`src/rtl/tx_scheduler.sv`:
```
// tx_scheduler
// Shares one UART transmitter between the echo-data FIFO and the
// acknowledge-message generator ("OK\r\n" after finish, "CL\r\n" after clean),
// and owns the transmitter's baud-select register. A rate change only takes
// effect once the acknowledge that announces it has completely left the line.
//
// Ports
//   clk, reset      system clock, synchronous active-high reset
//   fifo_empty      echo FIFO empty
//   fifo_data       echo FIFO read data, valid the cycle after fifo_rd
//   fifo_rd         one-cycle FIFO read strobe
//   finish_pulse    rate-control sequence finished (rate_in sampled here)
//   clean_pulse     clean command
//   rate_in         rate code from the parser
//   tx_busy         transmitter is shifting a byte
//   tx_start        one-cycle start strobe to the transmitter
//   tx_data         byte to transmit, held from tx_start until tx_busy falls
//   baud_sel        applied baud code
//   baud_update     one-cycle pulse when baud_sel takes a new value
//   tx_err          sticky: transmitter never acknowledged a start
//   msg_overrun     sticky: finish/clean arrived while the same request pending
module tx_scheduler #(
   parameter logic [1:0]  RATE_DEFAULT  = 2'b00,
   parameter int unsigned START_TIMEOUT = 16
) (
   input  logic       clk,
   input  logic       reset,
   input  logic       fifo_empty,
   input  logic [7:0] fifo_data,
   output logic       fifo_rd,
   input  logic       finish_pulse,
   input  logic       clean_pulse,
   input  logic [1:0] rate_in,
   input  logic       tx_busy,
   output logic       tx_start,
   output logic [7:0] tx_data,
   output logic [1:0] baud_sel,
   output logic       baud_update,
   output logic       tx_err,
   output logic       msg_overrun
);

   localparam logic [15:0] TO_LAST = 16'(START_TIMEOUT - 1);

   typedef enum logic [2:0] {
      S_IDLE,
      S_FIFO_RD,
      S_FIFO_CAP,
      S_MSG_LOAD,
      S_START,
      S_WAIT_HI,
      S_WAIT_LO,
      S_RATE_APPLY
   } state_t;

   state_t      state_q, state_d;
   logic [1:0]  idx_q, idx_d;          // byte index inside the acknowledge
   logic        msg_q, msg_d;          // current byte belongs to a message
   logic        sel_clr_q, sel_clr_d;  // 0: finish message, 1: clean message
   logic [15:0] cnt_q, cnt_d;
   logic [7:0]  tx_data_q, tx_data_d;
   logic [1:0]  baud_q, baud_d;
   logic        err_q, err_d;
   logic        ovr_q, ovr_d;
   logic        fin_pend_q, fin_pend_d;
   logic        clr_pend_q, clr_pend_d;
   logic [1:0]  rate_lat_q, rate_lat_d;

   logic        fin_clr;               // served/aborted finish request retires
   logic        clr_clr;               // served/aborted clean request retires
   logic [1:0]  target;

   function automatic logic [7:0] msg_byte(input logic sel_clr, input logic [1:0] idx);
      logic [7:0] b;
      case (idx)
         2'd0:    b = sel_clr ? 8'h43 : 8'h4F;
         2'd1:    b = sel_clr ? 8'h4C : 8'h4B;
         2'd2:    b = 8'h0D;
         default: b = 8'h0A;
      endcase
      return b;
   endfunction

   always_comb begin
      state_d     = state_q;
      idx_d       = idx_q;
      msg_d       = msg_q;
      sel_clr_d   = sel_clr_q;
      cnt_d       = cnt_q;
      tx_data_d   = tx_data_q;
      baud_d      = baud_q;
      err_d       = err_q;
      ovr_d       = ovr_q;
      fin_pend_d  = fin_pend_q;
      clr_pend_d  = clr_pend_q;
      rate_lat_d  = rate_lat_q;
      fifo_rd     = 1'b0;
      tx_start    = 1'b0;
      baud_update = 1'b0;
      fin_clr     = 1'b0;
      clr_clr     = 1'b0;
      target      = baud_q;

      case (state_q)
         S_IDLE: begin
            // Acknowledges outrank echo data; finish outranks clean so that a
            // simultaneous pair applies the new rate before reverting it.
            if (!tx_busy) begin
               if (fin_pend_q) begin
                  msg_d     = 1'b1;
                  sel_clr_d = 1'b0;
                  idx_d     = 2'd0;
                  state_d   = S_MSG_LOAD;
               end else if (clr_pend_q) begin
                  msg_d     = 1'b1;
                  sel_clr_d = 1'b1;
                  idx_d     = 2'd0;
                  state_d   = S_MSG_LOAD;
               end else if (!fifo_empty) begin
                  msg_d   = 1'b0;
                  state_d = S_FIFO_RD;
               end
            end
         end
         S_FIFO_RD: begin
            fifo_rd = 1'b1;
            state_d = S_FIFO_CAP;
         end
         S_FIFO_CAP: begin
            tx_data_d = fifo_data;
            state_d   = S_START;
         end
         S_MSG_LOAD: begin
            tx_data_d = msg_byte(sel_clr_q, idx_q);
            state_d   = S_START;
         end
         S_START: begin
            tx_start = 1'b1;
            cnt_d    = 16'd0;
            state_d  = S_WAIT_HI;
         end
         S_WAIT_HI: begin
            if (tx_busy) begin
               state_d = S_WAIT_LO;
            end else if (cnt_q == TO_LAST) begin
               // Transmitter never answered: drop the byte, and if it was part
               // of an acknowledge, drop the whole request without a rate change.
               err_d = 1'b1;
               if (msg_q) begin
                  if (sel_clr_q) clr_clr = 1'b1;
                  else           fin_clr = 1'b1;
               end
               state_d = S_IDLE;
            end else begin
               cnt_d = cnt_q + 16'd1;
            end
         end
         S_WAIT_LO: begin
            if (!tx_busy) begin
               if (!msg_q) begin
                  state_d = S_IDLE;
               end else if (idx_q != 2'd3) begin
                  idx_d   = idx_q + 2'd1;
                  state_d = S_MSG_LOAD;
               end else begin
                  state_d = S_RATE_APPLY;
               end
            end
         end
         S_RATE_APPLY: begin
            if (sel_clr_q) begin
               clr_clr    = 1'b1;
               target     = RATE_DEFAULT;
               rate_lat_d = RATE_DEFAULT;
            end else begin
               fin_clr = 1'b1;
               target  = rate_lat_q;
            end
            baud_d      = target;
            baud_update = (target != baud_q);
            state_d     = S_IDLE;
         end
         default: state_d = S_IDLE;
      endcase

      if (fin_clr) fin_pend_d = 1'b0;
      if (clr_clr) clr_pend_d = 1'b0;

      // A new pulse always wins over retirement of the same request, and is
      // only an overrun if the earlier request is still outstanding.
      if (finish_pulse) begin
         if (fin_pend_q && !fin_clr) ovr_d = 1'b1;
         fin_pend_d = 1'b1;
         rate_lat_d = rate_in;
      end
      if (clean_pulse) begin
         if (clr_pend_q && !clr_clr) ovr_d = 1'b1;
         clr_pend_d = 1'b1;
      end
   end

   always_ff @(posedge clk) begin
      if (reset) begin
         state_q    <= S_IDLE;
         idx_q      <= 2'd0;
         msg_q      <= 1'b0;
         sel_clr_q  <= 1'b0;
         cnt_q      <= 16'd0;
         tx_data_q  <= 8'h00;
         baud_q     <= RATE_DEFAULT;
         err_q      <= 1'b0;
         ovr_q      <= 1'b0;
         fin_pend_q <= 1'b0;
         clr_pend_q <= 1'b0;
         rate_lat_q <= RATE_DEFAULT;
      end else begin
         state_q    <= state_d;
         idx_q      <= idx_d;
         msg_q      <= msg_d;
         sel_clr_q  <= sel_clr_d;
         cnt_q      <= cnt_d;
         tx_data_q  <= tx_data_d;
         baud_q     <= baud_d;
         err_q      <= err_d;
         ovr_q      <= ovr_d;
         fin_pend_q <= fin_pend_d;
         clr_pend_q <= clr_pend_d;
         rate_lat_q <= rate_lat_d;
      end
   end

   assign tx_data     = tx_data_q;
   assign baud_sel    = baud_q;
   assign tx_err      = err_q;
   assign msg_overrun = ovr_q;

endmodule

```
`config.mk`:
```
export PLATFORM = sky130hd
export DESIGN_NAME = tx_scheduler
export DESIGN_NICKNAME = d
export VERILOG_FILES = /design/src/rtl/tx_scheduler.sv
export SDC_FILE = /design/constraint.sdc
export NUM_CORES = 1
export LEC_CHECK = 0
export ABC_AREA = 0
export BUFFER_PORTS_ARGS = -buffer_cell sky130_fd_sc_hd__buf_2
export CORE_MARGIN = 5
export CORE_UTILIZATION = 40
export CTS_CLUSTER_SIZE = 10
export DETAILED_ROUTE_END_ITERATION = 12
export PLACE_DENSITY_LB_ADDON = 0.2
export SLEW_MARGIN = 20
export SYNTH_ARGS = -nofsm -noshare
export SYNTH_HDL_FRONTEND = slang
export SYNTH_SLANG_ARGS = --single-unit
```
`constraint.sdc`:
```
create_clock -name clk -period 2.25 [get_ports clk]
set_input_delay 0.225 -clock clk [delete_from_list [all_inputs] [get_ports clk]]
set_output_delay 0.225 -clock clk [all_outputs]
set_load 0.02 [all_outputs]
```
Word level (Yosys, flattened, before mapping)
Index checks and enable logic that the tools add are counted.
- register bits after elaboration: 39
- output and inout bits: 15
- $add $sub $neg: 2
- equality and inequality tests: 22
- multiplexer cells: 53
- bitwise logic cells: 1
- reductions and logical operators: 20
- operators by type and width (cell ; number):
    2-to-1 mux 16 bit ; 2
    one-hot mux 16 bit (2 select lines) ; 1
    2-to-1 mux 3 bit ; 10
    2-to-1 mux 1 bit ; 24
    one-hot mux 3 bit (7 select lines) ; 1
    one-hot mux 7 bit (3 select lines) ; 1
    2-to-1 mux 2 bit ; 9
    adder 16 x 1 -> 16 bit, second input constant ; 1
    == test 16 x 4 -> 1 bit, second input constant ; 1
    one-hot mux 8 bit (2 select lines) ; 1
    != test 2 bit, second input constant ; 7
    nonzero test 2 bit ; 7
    == test 3 bit, second input constant ; 4
    AND reduction 3 bit ; 4
    == test 3 x 2 -> 1 bit, second input constant ; 2
    != test 3 bit, second input constant ; 2
    AND reduction 6 bit ; 1
    2-to-1 mux 4 bit ; 1
    != test 4 bit, second input constant ; 1
    one-hot mux 1 bit (2 select lines) ; 2
    one-hot mux 2 bit (2 select lines) ; 1
    AND reduction 4 bit ; 1
    == test 3 x 1 -> 1 bit, second input constant ; 1
    logical NOT 3 bit ; 1
    other kinds (10) ; 12

Longest topological paths before layout
- word-level depth: 11
- gate-level depth with buffers: 7
- mapped depth without buffers: 6

Least setup slack after synthesis
No wires, ideal clock.
- path kind: register to register
- from: reg state_q[2]
- to: reg cnt_q[8]
- arrival: 1.733 ns
- data required time: 2.180 ns
- setup slack: 0.446 ns
- stages on the path, launching flop included: 7
- path buffers: 1
- path through: dfxtp_1 -> buf_4 -> or3b_4 -> inv_1 -> a21oi_1 -> or4_1 -> a21oi_1
- longest elaborated chain between the ends: 3
- elaborated cells on any way between the ends: 7
- classes of those cells: eq/ne (4); mux (1); reduce/logical (2)
- ends and longest elaborated chain (element ; line ; source):
    start: declaration ; 56 ; state_t state_q, state_d;
    start signal: assignment ; 217 ; state_q <= state_d;
    == test 3 bit ; 104 ; case (state_q)
    != test 2 bit (no source line) or nonzero test 2 bit (tied branches) ; - ;
    AND reduction 3 bit (no source line) ; - ;
    end signal: assignment ; 221 ; cnt_q <= cnt_d;
    end: declaration ; 60 ; logic [15:0] cnt_q, cnt_d;
Several ways; a longest one is shown, not always the timed one.
A chain may end at the register's enable or synchronous reset.

Final worst setup path
- from: reg cnt_q[0]
- to: reg cnt_q[14]
- longest elaborated chain between the ends: 4
- elaborated cells on any way between the ends: 7
- classes of those cells: add/sub (1); eq/ne (2); mux (3); reduce/logical (1)
- ends and longest elaborated chain (element ; line ; source):
    adder 16 x 1 -> 16 bit ; 155 ; cnt_d = cnt_q + 16'd1;
    2-to-1 mux 16 bit ; 145 ; end else if (cnt_q == TO_LAST) begin
    2-to-1 mux 16 bit ; 143 ; if (tx_busy) begin
    one-hot mux 16 bit (2 select lines) ; 104 ;
Several ways; a longest one is shown, not always the timed one. The select of a mux whose other input is x is not followed.

==> run_results.csv <==
group,metric,value,unit
placed_design,gp_congestion,0.756,
clock_tree,clk_path_buf_depth,2,
critical_path,slowest_stage,"a211oi_2",
outcome,outcome,"finished clean",
pwr,powerDensity,734,nW/µm²
pwr,power.leakage,0.916,nW
timing,hold_viol,0,
critical_path,critPathBufInv,0,
timing,finalSetupViolations,0,
routing,num_vias,1902,
timing,max_slew_margin,63.7,%
pwr,peakVddDrop,0.384,mV
finish,fin_util,48.8,%
timing,tightest_slew,0.540,ns
job,cap_violations,0,
critical_path,crit_arrival,2.11,ns
finish,final_area,2350,µm²
clock_tree,cts.clk_slew.worst_paths,0.07,ns
clock_tree,clock_sinks,39,
clock_tree,clkLatencyLatePin,0.29,ns
yosys,synth_top_area_share,38.7,%
floorplanning,core_area,4820,µm²
yosys,synth_warnings,0,
clock_tree,root_buffer,"clkbuf_8",
finish,layout_commonest_cell,"dfxtp_1",
critical_path,required,2.44,ns
finish,ff_latch_area,781,µm²
timing,fin_skew,0.00408,ns
critical_path,worst_setup_path_end_kind,"register",
timing,rsz0062_at_grt,"false",
grt,grtUsageTotal,15.4,%
critical_path,crit_path_max_fanout,5,
placed_design,placedCellCount,349,
min_path,hp-class,"in2reg",
yosys,ys_seq_elements,39,
floorplanning,ios,31,
routing,ant_nets,0,
clock_tree,cts_tree,"yes",
finish,layout-drive-gt1-share,16.9,%
routing,drt_iter0_markers,129,
yosys,yosysSeqAreaShare,38.7,%
routing,dr.pass1.iters,4,
clock_tree,postCtsHoldBufs,0,
finish,final_cell_mix,"dfxtp_1, nor2_1, a21oi_1, buf_2, nand2_1",
finish,multiInputGateArea,1130,µm²
yosys,yosys.area.top_type,"dfxtp_1",
yosys,postSynthAreaPerCell,7.78,µm²
critical_path,cp_top_family,"compound AO/OA/AOI/OAI gates",
timing,fmax,0.522,GHz
grt,grt_pass1_wl,8020,µm
floorplanning,dieWidth,81.0,µm
finish,fin_nets,310,
placed_design,dp_hpwl,3300,µm
grt,grt_antenna_before_repair,0,
finish,synthToLayoutAreaGrowth,16.6,%
grt,grt_start_max_net_pins,27,
clock_tree,cts-resized-gates,0,
yosys,netlist_area,2020,µm²
finish,nFillCells,511,
grt,overflow,0,
clock_tree,cts_buffers,5,
yosys,ys_types,38,
clock_tree,cts_max_level,2,
critical_path,max_stage_delay,0.44,ns
routing,routedWlPerCell,13.1,µm
timing,drv_slew,0,
timing,fin_tns_setup,0,ns
clock_tree,post-cts-setup-buffers,0,
floorplanning,die_y,81.0,µm
timing,period_share,85.1,%
floorplanning,start_util,41.8,%
grt,grt_pass1_vias,1803,
routing,drc,0,
critical_path,startpoint_type,"register",
yosys,synth_cells,259,
timing,timing.final.crit_period,1.92,ns
floorplanning,rows,25,
routing,viasPerCell,5.33,
critical_path,critPathKind,"reg2reg",
yosys,ys_top_cells_by_area,"dfxtp_1, a21oi_1, nor2_1",
finish,finalNonFillerCells,357,
routing,drt-total-wl,4690,µm
placed_design,placed_cell_area,2250,µm²
yosys,synth_nets,280,
finish,antenna_cells,0,
critical_path,worstPathCellList,"ha_1, and3_1, nand3_1, a211oi_2, a31oi_1, a41o_1",
floorplanning,dieArea,6560,µm²
placed_design,port_buffers,30,
==> logic make-up after synthesis <==
family / synth area share (%)
buffers and inverters: 5.15
AO/OA/AOI/OAI: 21.4
multiplexers: 0.993
flip-flops: 38.7
AND/OR/NAND/NOR: 29.4
adder cells (fa/ha/maj): 3.10
XOR/XNOR: 1.30
==> synthesized netlist by cell type <==
master      n
ha_1        5
nor4_2      1
a211oi_2    1
mux2i_1     2
a21o_1      1
or3b_4      1
or3_1       7
nand4_1     5
nand3_1     9
nor2_1     34
o211ai_1    4
o21bai_1    1
nor4b_1     1
nand2b_1    4
a211oi_1   10
nor3b_1     1
a21oi_1    32
nand3b_1    4
and4_1      1
dfxtp_1    39
nor3_1      6
buf_4       1
a41oi_1     2
nor2b_1     2
a31oi_1     3
o31ai_1     1
nor4_1      4
a41o_1      2
a221oi_1    1
clkbuf_1   13
or4_1       5
nand4bb_1   2
o21ai_0    13
buf_2       2
and3_1      6
xnor2_1     3
nand2_1    20
inv_1      10
==> state kept, by name (all words and copies together) (netlist names) <==
| register | cells |
|---|---|
| fin_pend_q | 1 |
| state_q | 3 |
| idx_q | 2 |
| baud_sel | 2 |
| msg_overrun | 1 |
| cnt_q | 16 |
| rate_lat_q | 2 |
| tx_data | 8 |
| msg_q | 1 |
| sel_clr_q | 1 |
| tx_err | 1 |
| clr_pend_q | 1 |
==> report_power, final <==
part | internal [mW] | switching, mW | total [mW] | leakage (nW)
clock network | 0.280 | 0.244 | 0.524 | 0.0515
registers | 0.736 | 0.0322 | 0.769 | 0.317
logic | 0.164 | 0.268 | 0.433 | 0.547
total | 1.18 | 0.544 | 1.73 | 0.916
==> tightest hold or removal path: stages <==
cell     delay, ns
buf_2         0.08
a21oi_1       0.05
nor2_1        0.07
==> final timing paths <==
| path | start | end | slack [ns] | cells after the start |
|---|---|---|---|---|
| worst min-delay path | rate_in[0] | rate_lat_q[0] | 0.17 | 3 |
| worst max-delay path | cnt_q[0] | cnt_q[14] | 0.33 | 6 |
| worst min register to register | tx_data[5] | tx_data[5] | 0.45 | 2 |
| worst max register to register | cnt_q[0] | cnt_q[14] | 0.33 | 6 |
==> metrics by stage <==
stage	worst slack (ns)	hold WS (ns)	total power, mW
after CTS	0.360	0.155	1.75
after floorplan	0.446	0.346	1.09
after global routing	0.205	0.176	1.83
final	0.335	0.166	1.73
after global placement	0.466	0.435	1.21
after detailed placement	0.410	0.445	1.22
==> final cells by class <==
type | count | area share (%)
Inverter | 10 | 1.60
Sequential cell | 39 | 33.2
Tap cell | 67 | 3.57
Multi-Input combinational cell | 194 | 48.1
Clock buffer | 8 | 4.26
Timing Repair Buffer | 39 | 9.26
==> routing by layer <==
metal  vias to the layer above  GRT usage, %  part of all wire, %
met5                         -             0                    0
met4                         0          5.07                  1.0
li1                        995             -                    -
met3                         5          4.21                  5.3
met1                       852          20.5                   51
met2                        50          24.2                   43
(Power assumes the default switching activity.)
